$ cat config.mk
export PLATFORM = sky130hd
export DESIGN_NAME = seq_tx_flat
export DESIGN_NICKNAME = d
export VERILOG_FILES = /design/src/rtl/seq_tx_if.sv /design/src/rtl/seq_tx.sv /design/src/flat_wrapper.sv
export SDC_FILE = /design/constraint.sdc
export NUM_CORES = 1
export LEC_CHECK = 0
export ABC_AREA = 1
export CAP_MARGIN = 25
export CORE_MARGIN = 3
export CORE_UTILIZATION = 53
export DETAILED_ROUTE_END_ITERATION = 6
export GPL_TIMING_DRIVEN = 0
export HOLD_SLACK_MARGIN = 0.02
export PLACE_DENSITY = 0.77
export SYNTH_ARGS = -nofsm -noshare
export SYNTH_HDL_FRONTEND = slang
export SYNTH_SLANG_ARGS = --single-unit
$ cat constraint.sdc
create_clock -name CLK -period 1.7 [get_ports CLK]
set_input_delay 0.17 -clock CLK [delete_from_list [all_inputs] [get_ports CLK]]
set_output_delay 0.17 -clock CLK [all_outputs]
set_load 0.005 [all_outputs]
$ cat src/rtl/seq_tx_if.sv
// Payload handshake between an upstream word source and the sync-frame transmitter.
interface seq_tx_if #(
    parameter int unsigned WIDTH = 8
);
    logic [WIDTH-1:0] DIN;
    logic             DIN_VALID;
    logic             DIN_READY;

    modport master (output DIN, output DIN_VALID, input DIN_READY);
    modport slave  (input DIN, input DIN_VALID, output DIN_READY);
endinterface

$ cat src/rtl/seq_tx.sv
// Serial sync-frame transmitter: sends 1101, then the payload MSB-first, then a zero gap.
// Every output is registered and computed from the next state so X_OUT lines up with the frame.
module seq_tx #(
    parameter int unsigned WIDTH   = 8,
    parameter int unsigned GAP_LEN = 2
) (
    input  logic     CLK,
    input  logic     nRESET,
    seq_tx_if.slave  up,
    output logic     X_OUT,
    output logic     BUSY,
    output logic     FRAME_DONE
);
    localparam int unsigned CNT_W  = $clog2(WIDTH + 1);
    localparam int unsigned GAP_W  = 4;
    localparam logic [3:0]  SYNC_PAT = 4'b1101;

    typedef enum logic [1:0] {IDLE, SYNC, DATA, GAP} state_e;

    state_e             state_q, state_d;
    logic [WIDTH-1:0]   shift_q, shift_d;
    logic [CNT_W-1:0]   bit_cnt_q, bit_cnt_d;
    logic [GAP_W-1:0]   gap_cnt_q, gap_cnt_d;
    logic [1:0]         sync_idx_q, sync_idx_d;
    logic               x_q, x_d;
    logic               busy_q, busy_d;
    logic               done_q, done_d;
    logic               ready_q, ready_d;

    // State and output registers
    always_ff @(posedge CLK or negedge nRESET) begin
        if (!nRESET) begin
            state_q    <= IDLE;
            shift_q    <= '0;
            bit_cnt_q  <= '0;
            gap_cnt_q  <= '0;
            sync_idx_q <= '0;
            x_q        <= 1'b0;
            busy_q     <= 1'b0;
            done_q     <= 1'b0;
            ready_q    <= 1'b1;
        end else begin
            state_q    <= state_d;
            shift_q    <= shift_d;
            bit_cnt_q  <= bit_cnt_d;
            gap_cnt_q  <= gap_cnt_d;
            sync_idx_q <= sync_idx_d;
            x_q        <= x_d;
            busy_q     <= busy_d;
            done_q     <= done_d;
            ready_q    <= ready_d;
        end
    end

    // Next-state and datapath sequencing
    always_comb begin
        state_d    = state_q;
        shift_d    = shift_q;
        bit_cnt_d  = bit_cnt_q;
        gap_cnt_d  = gap_cnt_q;
        sync_idx_d = sync_idx_q;
        case (state_q)
            IDLE: begin
                if (up.DIN_VALID) begin
                    state_d    = SYNC;
                    shift_d    = up.DIN;
                    sync_idx_d = 2'd0;
                end
            end
            SYNC: begin
                if (sync_idx_q == 2'd3) begin
                    state_d    = DATA;
                    bit_cnt_d  = CNT_W'(WIDTH);
                    sync_idx_d = 2'd0;
                end else begin
                    sync_idx_d = sync_idx_q + 2'd1;
                end
            end
            DATA: begin
                bit_cnt_d = bit_cnt_q - CNT_W'(1);
                shift_d   = shift_q << 1;
                if (bit_cnt_q == CNT_W'(1)) begin
                    state_d   = GAP;
                    gap_cnt_d = GAP_W'(GAP_LEN);
                end
            end
            GAP: begin
                gap_cnt_d = gap_cnt_q - GAP_W'(1);
                if (gap_cnt_q == GAP_W'(1)) begin
                    state_d = IDLE;
                end
            end
            default: state_d = IDLE;
        endcase
    end

    // Output values for the cycle being entered
    always_comb begin
        x_d     = 1'b0;
        busy_d  = (state_d != IDLE);
        ready_d = (state_d == IDLE);
        done_d  = (state_q == GAP) && (state_d == IDLE);
        case (state_d)
            SYNC:    x_d = SYNC_PAT[2'd3 - sync_idx_d];
            DATA:    x_d = shift_d[WIDTH-1];
            default: x_d = 1'b0;
        endcase
    end

    assign X_OUT        = x_q;
    assign BUSY         = busy_q;
    assign FRAME_DONE   = done_q;
    assign up.DIN_READY = ready_q;

endmodule

$ cat src/flat_wrapper.sv
// flat-port wrapper written by rule: the top's interface ports become plain ports
module seq_tx_flat 
#(
    parameter int unsigned WIDTH   = 8,
    parameter int unsigned GAP_LEN = 2
)
  (CLK, nRESET, X_OUT, BUSY, FRAME_DONE, up_DIN, up_DIN_VALID, up_DIN_READY);
  seq_tx_if #(.WIDTH(WIDTH)) up_i ();
  input  logic CLK;
  input  logic nRESET;
  output logic X_OUT;
  output logic BUSY;
  output logic FRAME_DONE;
  input wire logic [$bits(up_i.DIN)-1:0] up_DIN;
  input wire logic [$bits(up_i.DIN_VALID)-1:0] up_DIN_VALID;
  output wire logic [$bits(up_i.DIN_READY)-1:0] up_DIN_READY;
  assign up_i.DIN = up_DIN;
  assign up_i.DIN_VALID = up_DIN_VALID;
  assign up_DIN_READY = up_i.DIN_READY;
  seq_tx #(.WIDTH(WIDTH), .GAP_LEN(GAP_LEN)) u_core (.CLK(CLK), .nRESET(nRESET), .up(up_i), .X_OUT(X_OUT), .BUSY(BUSY), .FRAME_DONE(FRAME_DONE));
endmodule
==> impl_metrics.yaml <==
setup_path:
  crit_required_ns: 1.91
  r2r-end: "u_core.X_OUT"
  crit_path_end_kind: "register"
  path_class: "reg2reg"
  critPathMaxFanout: 10
  arrival_ns: 1.81
  reg2reg_from: "u_core.state_q[0]"
  critPathLaunchType: "register"
  r2r_slack_ns: 0.10
  r2r_cells: 8
cells_and_area:
  fin_nets: 174
  fillers: 172
  fin_cells: 181
  n_antenna_cell: 0
  final_util_pct: 70.3
  drive_above_1_share_pct: 13.0
  syn2layout_area_growth_pct: 20.6
floorplanning:
  num_io_pins: 15
  core.rowCount: 16
  initial_utilization_pct: 58.3
  die-height_um: 53.4
  die_x_um: 53.4
  die-area_um2: 2850
  design.core.area_um2: 2040
power:
  powerDensity_nw_per_um2: 1800
  p_clk_share_pct: 11.5
  power.switching_mw: 1.07
  power_frac_comb_pct: 49.9
  p_leak_nw: 0.717
  switching_share_pct: 41.6
  finalPower_mw: 2.58
  vdd_drop_max_uv: 1180
  power_frac_seq_pct: 38.6
  intPower_mw: 1.51
clock_tree:
  cts_inserted_buffers: 3
  ctsRootBufferMaster: "clkbuf_4"
  cts_tree: "done"
  postCtsHoldBufs: 0
  clk_latency_ns: 0.31
  clk_pin_slew_ns: 0.13
  clock_sinks: 24
  htree_levels: 1
  cts_max_path_buffers: 2
synth:
  synthCells: 134
  yosysUniqueCellTypes: 20
  ys_seq_area_share_pct: 50.6
  synth_area_per_cell_um2: 8.88
  netlist_area_um2: 1190
  syn_nets: 153
  yosys_warnings: 0
  ys_ff_latch: 24
routing:
  final_antenna_net_count: 0
  drt-pass1-iter-count: 4
  wirelength_um: 2200
  drt-vias-per-instance: 5.14
  drt_iter0_markers: 15
  post-route-drc-count: 0
  wl_per_cell_um: 12.2
  num_vias: 930
sta:
  fmax_mhz: 626
  rsz0062_at_grt: "false"
  tightest_slew_ns: 0.651
  finalSetupTns_ns: 0
  layout_setup_ws_ns: 0.104
  setup_viol: 0
  skew_ns: 0.0107
  drv_slew: 0
  slew_headroom_pct: 56.4
  finalHoldViolations: 0
  fin_crit_ns: 1.60
  finalCritPeriodShare_pct: 93.9
run_status:
  status: "finished clean"
place:
  place_congestion: 0.817
  dp.cells: 174
  io_buffers: 13
  pre_cts_slack_ns: 0.0311
  dp_hpwl_um: 1690
grt:
  antenna_found_initial: 0
  grt_pass1_wl_um: 3800
  grt_pass1_vias: 913
  grtUsageTotal_pct: 18.7
  grt_start_max_net_pins: 25
  overflow: 0
worst_hold_path:
  min_path_type: "in2async"
job:
  cap_violations: 0
-- metrics by stage --
step	area [um^2]	hold slack, ns
final	1440	0.236
after detailed placement	1350	0.485
after floorplan	1190	-0.126
after global placement	1350	0.475
after CTS	1390	0.226
after global routing	1440	0.240
-- cell families (layout without fill, tap and decap cells) --
kind of cell	Yosys count	after routing	share of synthesized area, %
and+or+nand+nor	56	56	21.5
adders and majority gates	8	8	8.41
AOI/OAI and AO/OA	20	20	10.6
buffers and inverters	26	46	8.94
DFF	24	24	50.6
-- cell usage in the layout, fill, tap and decap left out, types with 2 or more instances in the layout --
| master | n |
|---|---|
| nand2_1 | 27 |
| inv_1 | 22 |
| dfrtp_1 | 22 |
| clkdlybuf4s50_1 | 13 |
| nand3_1 | 12 |
| nor2_1 | 10 |
| o21ai_0 | 8 |
| ha_1 | 8 |
| o221ai_1 | 5 |
| a21oi_1 | 3 |
| clkbuf_4 | 3 |
| nor2_4 | 2 |
| a21oi_2 | 2 |
| buf_4 | 2 |
-- state kept, by name, summed over array words and instances (netlist names) --
name,count
u_core.BUSY,1
u_core.gap_cnt_q,4
u_core.FRAME_DONE,1
u_core.X_OUT,1
u_core.state_q,2
u_core.sync_idx_q,2
u_core.shift_q,8
u_core.bit_cnt_q,4
u_core.up.DIN_READY,1
-- timing repair --
action                     in CTS  in global routing
setup buffers                   0                  2
setup endpoints to repair       0                  2
resized for setup               0                  5
-- power by group through the flow --
stage / sequential (mW) / clock [mW] / combinational, mW
final: 0.995 / 0.297 / 1.29
after global routing: 1.02 / 0.326 / 1.51
after CTS: 0.989 / 0.304 / 1.23
after detailed placement: 1.00 / 0 / 1.22
after global placement: 0.989 / 0 / 1.14
after floorplan: 0.976 / 0 / 0.895
-- synth_stat cells --
cell type / count / share of area (%)
nor2_1: 10 / 3.2
inv_2: 2 / 0.63
buf_6: 1 / 0.95
nand3b_1: 1 / 0.63
dfstp_2: 1 / 2.2
o221ai_1: 5 / 3.7
o22ai_1: 1 / 0.53
buf_2: 1 / 0.42
o21ai_0: 8 / 3.4
a21oi_1: 4 / 1.7
nor2_4: 2 / 1.9
a21oi_2: 1 / 0.74
nand2_4: 1 / 0.95
o211ai_1: 1 / 0.63
dfrtp_1: 23 / 48
nand4_1: 1 / 0.53
nand2_1: 28 / 8.8
ha_1: 8 / 8.4
inv_1: 22 / 6.9
nand3_1: 13 / 5.5
-- area by class of cell --
cell class / instances / area, um^2 / share of cell area (%)
Buffer: 2 / 16.3 / 1.13
Timing Repair Buffer: 16 / 160 / 11.2
Tap cell: 27 / 33.8 / 2.35
Inverter: 24 / 92.6 / 6.45
Sequential cell: 24 / 603 / 42.0
Multi-Input combinational cell: 84 / 493 / 34.4
Clock buffer: 4 / 36.3 / 2.53
-- worst max-delay path by stage --
stage                                 start            to  slack (ns)  depth (start not counted)
final                     u_core.state_q[0]  u_core.X_OUT        0.10                          8
after global routing      u_core.state_q[1]  u_core.X_OUT       0.004                          8
after CTS                 u_core.state_q[1]  u_core.X_OUT      0.0001                          9
after detailed placement  u_core.state_q[1]  u_core.X_OUT        0.03                          9
after global placement    u_core.state_q[1]  u_core.X_OUT        0.08                          9
after floorplan           u_core.state_q[1]  u_core.X_OUT        0.27                          9
-- layer usage --
metal	share of wire, %	global-route usage [%]	routed length [um]
met1	47	22.5	1030
met2	49	30.2	1070
met3	3.0	4.23	66
met4	1.5	10.6	33
met5	0	0	0
-- worst max-delay path: stages (launching register included) --
cell and delay, ns:
dfrtp_1 0.40, buf_6 0.14, nor2_4 0.25, nand2_4 0.09, nand4_1 0.15, inv_1 0.08, ha_1 0.28, inv_1 0.07
a21oi_2 0.03
Note: power is estimated with default switching activity, not from simulation.
